===== src/rtl/bisr_pkg.sv =====
// Shared types and width helpers for the BISR spare allocator.
// Pure declarations; no logic, no latency, no flow control.
package bisr_pkg;

    typedef enum logic [1:0] {
        ST_IDLE  = 2'd0,
        ST_SCAN  = 2'd1,
        ST_ISSUE = 2'd2,
        ST_DONE  = 2'd3
    } state_t;

    function automatic int col_w(input int num_cols);
        return $clog2(num_cols);
    endfunction

    function automatic int spare_w(input int num_spares);
        return $clog2(num_spares);
    endfunction

endpackage


===== src/rtl/priority_encoder.sv =====
// Returns the lowest index whose bit equals ENCODED_VAL (0 when none match).
// Purely combinational; no flow control.
module priority_encoder #(
    parameter int WIDTH       = 8,
    parameter bit ENCODED_VAL = 1'b1,
    parameter int IDX_W       = $clog2(WIDTH)
) (
    input  logic [WIDTH-1:0] vec_i,
    output logic [IDX_W-1:0] idx_o
);

    // Scan from the top so the lowest matching index is written last and wins.
    always_comb begin
        idx_o = '0;
        for (int i = WIDTH - 1; i >= 0; i--) begin
            if (vec_i[i] == ENCODED_VAL) begin
                idx_o = IDX_W'(i);
            end
        end
    end

endmodule


===== src/rtl/bisr_spare_allocator.sv =====
// Maps BIST-reported faulty columns to spare columns, lowest fault to lowest free spare.
// Latency: bist_done at T -> first remap_vld at T+2, then 2 cycles per accepted entry.
// Backpressure: remap entry held stable until remap_rdy; BISR_REPAIR_COUNT_EN adds repair_count.
module bisr_spare_allocator
    import bisr_pkg::*;
#(
    parameter int  NUM_COLS   = 8,
    parameter int  NUM_SPARES = 2,
    localparam int COL_W      = col_w(NUM_COLS),
    localparam int SPARE_W    = spare_w(NUM_SPARES)
`ifdef BISR_REPAIR_COUNT_EN
    ,
    localparam int COUNT_W    = $clog2(NUM_SPARES + 1)
`endif
) (
    input  logic               clk,
    input  logic               rst,
    input  logic               fault_vld,
    input  logic [COL_W-1:0]   fault_col,
    input  logic               bist_done,
    input  logic               clear,
    input  logic               remap_rdy,
    output logic               remap_vld,
    output logic [COL_W-1:0]   remap_col,
    output logic [SPARE_W-1:0] remap_spare,
    output logic               busy,
    output logic               repair_done,
    output logic               repair_fail
`ifdef BISR_REPAIR_COUNT_EN
    ,
    output logic [COUNT_W-1:0] repair_count
`endif
);

    localparam logic [COL_W:0] COL_LIM = (COL_W + 1)'(NUM_COLS);

    state_t                  state_q, state_d;
    logic [NUM_COLS-1:0]     fault_map_q, fault_map_d;
    logic [NUM_SPARES-1:0]   spare_used_q, spare_used_d;
    logic [COL_W-1:0]        remap_col_q, remap_col_d;
    logic [SPARE_W-1:0]      remap_spare_q, remap_spare_d;
    logic                    done_q, done_d;
    logic                    fail_q, fail_d;

    logic [COL_W-1:0]        low_fault;
    logic [SPARE_W-1:0]      low_free;
    logic                    any_fault;
    logic                    all_used;
    logic                    accept;

    priority_encoder #(
        .WIDTH       (NUM_COLS),
        .ENCODED_VAL (1'b1),
        .IDX_W       (COL_W)
    ) u_fault_enc (
        .vec_i (fault_map_q),
        .idx_o (low_fault)
    );

    priority_encoder #(
        .WIDTH       (NUM_SPARES),
        .ENCODED_VAL (1'b0),
        .IDX_W       (SPARE_W)
    ) u_spare_enc (
        .vec_i (spare_used_q),
        .idx_o (low_free)
    );

    assign any_fault = |fault_map_q;
    assign all_used  = &spare_used_q;
    assign accept    = (state_q == ST_ISSUE) && remap_rdy;

    always_comb begin
        state_d       = state_q;
        fault_map_d   = fault_map_q;
        spare_used_d  = spare_used_q;
        remap_col_d   = remap_col_q;
        remap_spare_d = remap_spare_q;
        done_d        = done_q;
        fail_d        = fail_q;

        // clear overrides everything, including an entry being accepted this cycle.
        if (clear) begin
            state_d       = ST_IDLE;
            fault_map_d   = '0;
            spare_used_d  = '0;
            remap_col_d   = '0;
            remap_spare_d = '0;
            done_d        = 1'b0;
            fail_d        = 1'b0;
        end else begin
            case (state_q)
                ST_IDLE: begin
                    if (fault_vld && ({1'b0, fault_col} < COL_LIM)) begin
                        fault_map_d[fault_col] = 1'b1;
                    end
                    if (bist_done) begin
                        state_d = ST_SCAN;
                    end
                end
                ST_SCAN: begin
                    if (!any_fault) begin
                        state_d = ST_DONE;
                        done_d  = 1'b1;
                    end else if (all_used) begin
                        state_d = ST_DONE;
                        fail_d  = 1'b1;
                    end else begin
                        remap_col_d   = low_fault;
                        remap_spare_d = low_free;
                        state_d       = ST_ISSUE;
                    end
                end
                ST_ISSUE: begin
                    if (remap_rdy) begin
                        fault_map_d[remap_col_q]    = 1'b0;
                        spare_used_d[remap_spare_q] = 1'b1;
                        state_d                     = ST_SCAN;
                    end
                end
                default: begin
                    state_d = ST_DONE;
                end
            endcase
        end
    end

    always_ff @(posedge clk or posedge rst) begin
        if (rst) begin
            state_q       <= ST_IDLE;
            fault_map_q   <= '0;
            spare_used_q  <= '0;
            remap_col_q   <= '0;
            remap_spare_q <= '0;
            done_q        <= 1'b0;
            fail_q        <= 1'b0;
        end else begin
            state_q       <= state_d;
            fault_map_q   <= fault_map_d;
            spare_used_q  <= spare_used_d;
            remap_col_q   <= remap_col_d;
            remap_spare_q <= remap_spare_d;
            done_q        <= done_d;
            fail_q        <= fail_d;
        end
    end

    assign remap_vld   = (state_q == ST_ISSUE);
    assign busy        = (state_q == ST_SCAN) || (state_q == ST_ISSUE);
    assign remap_col   = remap_col_q;
    assign remap_spare = remap_spare_q;
    assign repair_done = done_q;
    assign repair_fail = fail_q;

`ifdef BISR_REPAIR_COUNT_EN
    logic [COUNT_W-1:0] count_q;

    // At most NUM_SPARES entries are accepted between clears, so no wrap.
    always_ff @(posedge clk or posedge rst) begin
        if (rst) begin
            count_q <= '0;
        end else if (clear) begin
            count_q <= '0;
        end else if (accept) begin
            count_q <= count_q + 1'b1;
        end
    end

    assign repair_count = count_q;
`else
    logic unused_accept;
    assign unused_accept = accept;
`endif

endmodule


===== config.mk =====
export PLATFORM = sky130hd
export DESIGN_NAME = bisr_spare_allocator
export DESIGN_NICKNAME = d
export VERILOG_FILES = /design/src/rtl/bisr_pkg.sv /design/src/rtl/priority_encoder.sv /design/src/rtl/bisr_spare_allocator.sv
export SDC_FILE = /design/constraint.sdc
export NUM_CORES = 1
export LEC_CHECK = 0
export BUFFER_PORTS_ARGS = -buffer_cell sky130_fd_sc_hd__buf_4
export CAP_MARGIN = 15
export CORE_MARGIN = 1
export CORE_UTILIZATION = 46
export DETAILED_ROUTE_END_ITERATION = 6
export PLACE_DENSITY = 0.67
export REMOVE_ABC_BUFFERS = 1
export SLEW_MARGIN = 0
export SYNTH_ARGS = -nofsm -noshare
export SYNTH_HDL_FRONTEND = slang
export SYNTH_SLANG_ARGS = --single-unit

===== constraint.sdc =====
create_clock -name clk -period 1.85 [get_ports clk]
set_clock_uncertainty 0.05 [all_clocks]
set_input_delay 0.2775 -clock clk [delete_from_list [all_inputs] [get_ports clk]]
set_output_delay 0.2775 -clock clk [all_outputs]
set_load 0.05 [all_outputs]

==> results.md, run 1 <==
* Status: finished, final reports clean
* Placed cells at about 150
* Antenna violations before repair at 0
* Synth cell types at 27
* Synthesis warning total at 0
* GP Congestion at 0.8562
* Compound-cell area share of the yosys netlist at 27.05%
* Reg-to-reg critical path startpoint: state_q[1]
* CTS Buf Count at 3
* Post-synth EDFFs at 0
* Final period util at 94.86%
* Final antenna-violating net count at 0
* Final setup violating endpoints at 0
* Setup Buffers After CTS at 0
* Clk sinks at 18
* Routed vias/inst at about 5.8
* XOR/XNOR Fraction of Synth Area at 0%
* Post-synthesis register bit count at 18
* Die width at approximately 48 um
* Leading post-synthesis cells by cell area: dfrtp_1, a21oi_1, a311oi_1, ha_1, nor2_1
* DR WL/cell at around 16 um
* Async SR Flop Fraction at 100.0%
* Syn avg cell area at 9.609 um^2
* Layout cells sized above 1 at 25.20%
* Slew @ Worst Pin at between 700 and 800 ps
* Reg clk slew, reported paths at between 100 and 150 ps
* Worst reg2reg path endpoint: remap_col[1]
* Gr usage total at 21.81%
* Cell Area, Synth at 989.7 um^2
* Post-synth top area share at 45.51%
* Final net count at between 100 and 150
* CP max stage delay at around 440 ps
* Critical-path cell list: inv_1, ha_2, a21boi_4, o21ai_4, a2111o_1, a21oi_1
* Period minus WS final at approximately 1800 ps
* Largest net degree at the start of global routing at 20
* # IOs at 17
* Req. time, crit path at roughly 2000 ps
* Maximum achievable frequency at about 570 MHz
* Mux cell area share after synthesis at 0%
* Worst hold path type: primary input to asynchronous set/reset pin
* Post-CTS Resized at 0
* Die footprint at 2341 um^2
* Row cnt at 16
* Main flop type after synthesis: dfrtp_1
* Sw Share at 43.60%
* CP Capture Type: register
* Final slew viol count at 0
* Initial Utilization at roughly half
* Final Hold Vio Count at 0
* Via count of the first global-routing pass at around 800
* Critical Path AT at 1940 ps
* RSZ-0062 raised after global routing: true
* Worst hold margin at 22.61 ps
* Reg2Reg Setup Slack at 100 ps
* P_int at around 0.00083 W
* Sw Pwr at 0.0006410 W
* Layout area overhead at 21.11%
* Initial DRC Count at 28
* Synth Area in Adders at under 10%
* Total grt overflow at 0
* Core area at roughly 2000 um^2
* Main combinational cell family by area after synthesis: compound AO/OA/AOI/OAI gates
* Max-cap violations at 0
* Root Driver: clkbuf_4
* Clk network pwr share at between 10% and 20%
* Crit path kind: register to register
* CP max-delay cell: dfrtp_1
* Worst skew pair latency at ~310 ps
* Commonest cells after routing, fill and taps aside: dfrtp_1, buf_4, a21oi_1, nor2_1, a311oi_1
* Pre-antenna DRT Iters at 4
* Clk buf depth at 2
* Static leakage at roughly 0.53 nW
* Yosys top cell by area: dfrtp_1
* Syn Inst Count at 103
* Flop pwr share at 34.7%
* Cts hold-fix bufs at 0
* Worst r2r path cells at 6
* CP Launch Type: register
* CTS HTree Levels at 1
* Residual DRC at 0
* Hpwl dp at approximately 1700 um
* Drt total wl at about 2400 um
* Combinational power share at between 40% and 50%
* Worst IR drop on VDD at between 0.9 and 1 mV
* Relative slew margins at around 53%
* Simple-Gate Fraction of Synth Area at about a fifth
* First-pass GRT wire length at 3850 um
* # port buffers at 16
* Die Y at roughly 48 um
* Sequential-to-total area share from yosys stat at a little under half
* Fin cells at 150
* Vias at roughly 870
* TritonCTS clock tree: yes
* Critical path peak fanout at 6
* Pwr Density at ~1200 nW/um^2
* ANT cells at 0
==> registers in the layout, indices dropped and copies added (netlist names) <==
signal        count
fault_map_q       8
remap_col         3
spare_used_q      2
state_q           2
remap_spare       1
repair_done       1
repair_fail       1
==> metal layers <==
metal	GRT usage, %	vias to the layer above	part of all wire, %
met1	32.59	414	51
li1	-	420	-
met5	0	-	0
met4	12.75	0	2.0
met2	29.11	32	41
met3	4.088	5	6.3
==> how the worst max path moves through the flow <==
stage          slack, ps             end  cells past startpoint       start
2_1_floorplan       -100  fault_map_q[6]                      6  state_q[0]
3_3_place_gp         100    remap_col[1]                      6  state_q[1]
3_5_place_dp         100     remap_spare                      6  state_q[1]
4_1_cts               40    remap_col[1]                      6  state_q[1]
5_1_grt              -20  fault_map_q[4]                      6  state_q[0]
6_report             100    remap_col[1]                      6  state_q[1]
==> cell families (layout without fill, tap and decap cells) <==
logic type / Yosys count / after routing
simple gates: 34 / 34
fa+ha+maj: 4 / 4
buf+inv: 9 / 29
flops: 18 / 18
compound gates: 38 / 38
==> cell usage after synthesis (2+ instances only) <==
cell type,number
dfrtp_1,18
a21oi_1,15
nor2_1,13
a311oi_1,8
inv_1,7
nor2b_1,6
a31oi_1,5
ha_1,4
and2_1,3
nand2_1,3
a211oi_1,2
nor3_1,2
o21ai_0,2
or4_4,2
==> through the flow <==
step	TNS [ps]	cell area (um^2)	power [W]	utilization (%)	worst slack, ps
6_report	0	1199	0.001470	59.88	95.02
3_5_place_dp	0	1150	0.001198	57.44	95.02
3_3_place_gp	0	1150	0.001186	57.44	102.7
2_1_floorplan	-188.6	980.9	0.001014	-	-99.28
4_1_cts	0	1186	0.001451	59.25	38.61
5_1_grt	-44.06	1199	0.001553	59.88	-23.34
==> power by group through the flow <==
stage | sequential [W] | clock [W] | combinational [W]
6_report | 0.000510 | 0.000251 | 0.000709
3_3_place_gp | 0.000507 | 0 | 0.000679
4_1_cts | 0.000505 | 0.000257 | 0.000689
2_1_floorplan | 0.000549 | 0 | 0.000465
5_1_grt | 0.000518 | 0.000271 | 0.000765
3_5_place_dp | 0.000513 | 0 | 0.000685
==> area by class of cell <==
cell class                 count  area [um^2]
sequential                    18        450.4
clock buffer                   4        36.28
fill                         179        803.3
inverter                       7        26.28
tap                           27        33.78
timing repair buffer          18        135.1
multi-input combinational     76        516.7
==> worst max-delay path, delay by kind of cell (launching register included) <==
kind	cells	cell delay, ps
buf+inv	1	100
fa+ha+maj	1	230
flops	1	440
compound gates	4	850
Power figures use the tool's default switching activity.
==> inputs of run 2 (changes only) <==
--- a/config.mk
+++ b/config.mk
@@ -7,11 +7,14 @@
 export LEC_CHECK = 0
 export BUFFER_PORTS_ARGS = -buffer_cell sky130_fd_sc_hd__buf_4
 export CAP_MARGIN = 15
+export CELL_PAD_IN_SITES_DETAIL_PLACEMENT = 0
+export CELL_PAD_IN_SITES_GLOBAL_PLACEMENT = 1
 export CORE_MARGIN = 1
-export CORE_UTILIZATION = 46
+export CORE_UTILIZATION = 41
 export DETAILED_ROUTE_END_ITERATION = 6
-export PLACE_DENSITY = 0.67
+export PLACE_DENSITY_LB_ADDON = 0.1
 export REMOVE_ABC_BUFFERS = 1
+export SETUP_SLACK_MARGIN = 0.15
 export SLEW_MARGIN = 0
 export SYNTH_ARGS = -nofsm -noshare
 export SYNTH_HDL_FRONTEND = slang
==> run 2 against run 1 <==
Against the previous run:
- non-clock buffer count up 8
- combinational power up 28%
- sequential share of layout area down 3.3 points
- core utilization down 1.0 points
- register-to-register slack better by 60 ps
- final cell count up 6.0%
- global-route usage down 0.87 points
- power up 13%
- sequential power down 2%
- worst setup slack better by 65 ps
- highest routed layer is now met3
==> results.md, run 2 (synthesis results as in run 1) <==
* Worst hold path type: primary input to asynchronous set/reset pin
* Initial DRC Count at 26 (-7.1%)
* Core area at 2233 um^2 (+12%)
* CTS HTree Levels at 1 (unchanged)
* Most flops, register: fault_map_q
* Req. time, crit path at 2040 ps (about the same)
* Most common cell after layout, fill and taps aside: buf_4
* Root Driver: clkbuf_4
* Final net count at 145 (+5.8%)
* Layout cells sized above 1 at 36.64% (+11 points)
* FF/Latch Area at 450.4 um^2 (unchanged)
* First-pass GRT wire length at 3946 um (+2.5%)
* Period minus WS final at 1690 ps (-64.77 ps)
* Largest net degree at the start of global routing at 20 (unchanged)
* Residual DRC at 0 (unchanged)
* Static leakage at 0.5831 nW (+11%)
* Slew @ Worst Pin at 705.6 ps (+3.649 ps)
* Final antenna-violating net count at 0 (unchanged)
* Drt total wl at 2482 um (+5.6%)
* CTS Buf Count at 3 (unchanged)
* GP Congestion at 0.8276 (-3.3%)
* Reg clk slew, reported paths at 110 ps (about the same)
* Die footprint at 2614 um^2 (+12%)
* Pwr Density at 1263 nW/um^2 (+3.0%)
* CP Launch Type: register
* Placed cells at 148 (+1.4%)
* Final period util at 91.36% (-3.5 points)
* Relative slew margins at 52.91% (-0.24 points)
* Pre-antenna DRT Iters at 4 (unchanged)
* Final Hold Vio Count at 0 (unchanged)
* Layout area overhead at 32.87%
* Routed vias/inst at 5.597 (-3.6%)
* RSZ-0062 raised after global routing: true
* TritonCTS clock tree: yes
* Die width at 51.13 um (+5.7%)
* Critical path peak fanout at 6 (unchanged)
* Filler cell count at 203 (+13%)
* Clk sinks at 18 (unchanged)
* Gr usage total at 20.94% (-0.87 points)
* Final slew viol count at 0 (unchanged)
* Total grt overflow at 0 (unchanged)
* Reg-to-reg critical path startpoint: state_q[1]
* Max-cap violations at 0 (unchanged)
* Cts hold-fix bufs at 0 (unchanged)
* Maximum achievable frequency at 591.6 MHz (+3.8%)
* Worst Setup SP: state_q[1]
* Worst reg2reg path endpoint: remap_spare
* DR WL/cell at 15.61 um (-0.36%)
* Fin cells at 159 (+6.0%)
* Hpwl dp at 1696 um (-0.90%)
* Clk buf depth at 2 (unchanged)
* Worst r2r path cells at 6 (unchanged)
* Via count of the first global-routing pass at 838 (+4.9%)
* Critical Path AT at 1880 ps (-60 ps)
* Row cnt at 17 (+1)
* Worst skew pair latency at 300 ps (about the same)
* Largest register FFs at 8 (unchanged)
* Vias at 890 (+2.2%)
* Crit path kind: register to register
* ANT cells at 0 (unchanged)
* Commonest cells after routing, fill and taps aside: buf_4, dfrtp_1, nor2_1, a21oi_1, a311oi_1
* Reg2Reg Setup Slack at 160 ps (+60 ps)
* Antenna violations before repair at 0 (unchanged)
* Design area at 1315 um^2 (+9.7%)
* Worst IR drop on VDD at 1.078 mV (+13%)
* Status: finished, final reports clean
* # IOs at 17 (unchanged)
* Die Y at 51.13 um (+5.7%)
* # port buffers at 16 (unchanged)
* Total placed instance area at 1159 um^2 (+0.76%)
* CP Capture Type: register
* Final setup violating endpoints at 0 (unchanged)
* Multi-input logic area at 560.5 um^2 (+8.5%)
* Initial Utilization at 44.31% (-5.1 points)
[run 2: where the power goes]
group	switching (W)	leakage (nW)	internal (W)	total (W)
sequential	0.0000565	0.246	0.000445	0.000502
clock	0.000131	0.0210	0.000120	0.000251
combinational	0.000517	0.316	0.000391	0.000908
[run 2: timing repair]
action	in CTS	in global routing
endpoints found under the setup margin	10	11
pin swaps	0	1
endpoints found under the hold margin	0	0
buffers inserted	1	6
resized for setup	7	10
[run 2: worst max-delay path, stage by stage, from the launching register on]
cell	delay [ps]
dfrtp_1	430
inv_1	100
ha_2	200
a21boi_4	210
o21ai_4	100
or3b_1	400
a21oi_2	140
[run 2: area by class of cell]
cell class,count,area share (%)
Inverter,7,1.998
Timing Repair Buffer,26,15.70
Clock buffer,4,2.759
Tap cell,28,2.664
Multi-Input combinational cell,76,42.63
Sequential cell,18,34.25
[run 2: through the flow]
| step | worst slack (ps) | total power, W | hold slack, ps | util, % | TNS (ps) |
|---|---|---|---|---|---|
| after floorplan | -99.28 | 0.001014 | 166.1 | - | -188.6 |
| after global placement | 145.0 | 0.001210 | 379.9 | 51.88 | 0 |
| after detailed placement | 62.16 | 0.001216 | 389.6 | 51.88 | 0 |
| after CTS | 144.1 | 0.001524 | 58.14 | 55.13 | 0 |
| after global routing | 94.66 | 0.001756 | 80.67 | 58.88 | 0 |
| final | 159.8 | 0.001661 | 30.20 | 58.88 | 0 |
[run 2: worst max-delay path by stage]
stage,endpoint,slack [ps],depth (start not counted)
after CTS,fault_map_q[3],140,6
after global placement,fault_map_q[3],140,6
after detailed placement,fault_map_q[3],60,6
after floorplan,fault_map_q[6],-100,6
final,remap_spare,160,6
after global routing,fault_map_q[3],90,6
[run 2: metal layers]
metal | wire [um] | vias to the layer above | part of all wire [%] | track usage, %
met3 | 124 | 0 | 5.0 | 2.679
met5 | 0 | - | 0 | 0
met4 | 0 | 0 | 0 | 8.333
met1 | 1213 | 422 | 49 | 32.13
li1 | - | 435 | - | -
met2 | 1144 | 33 | 46 | 29.39
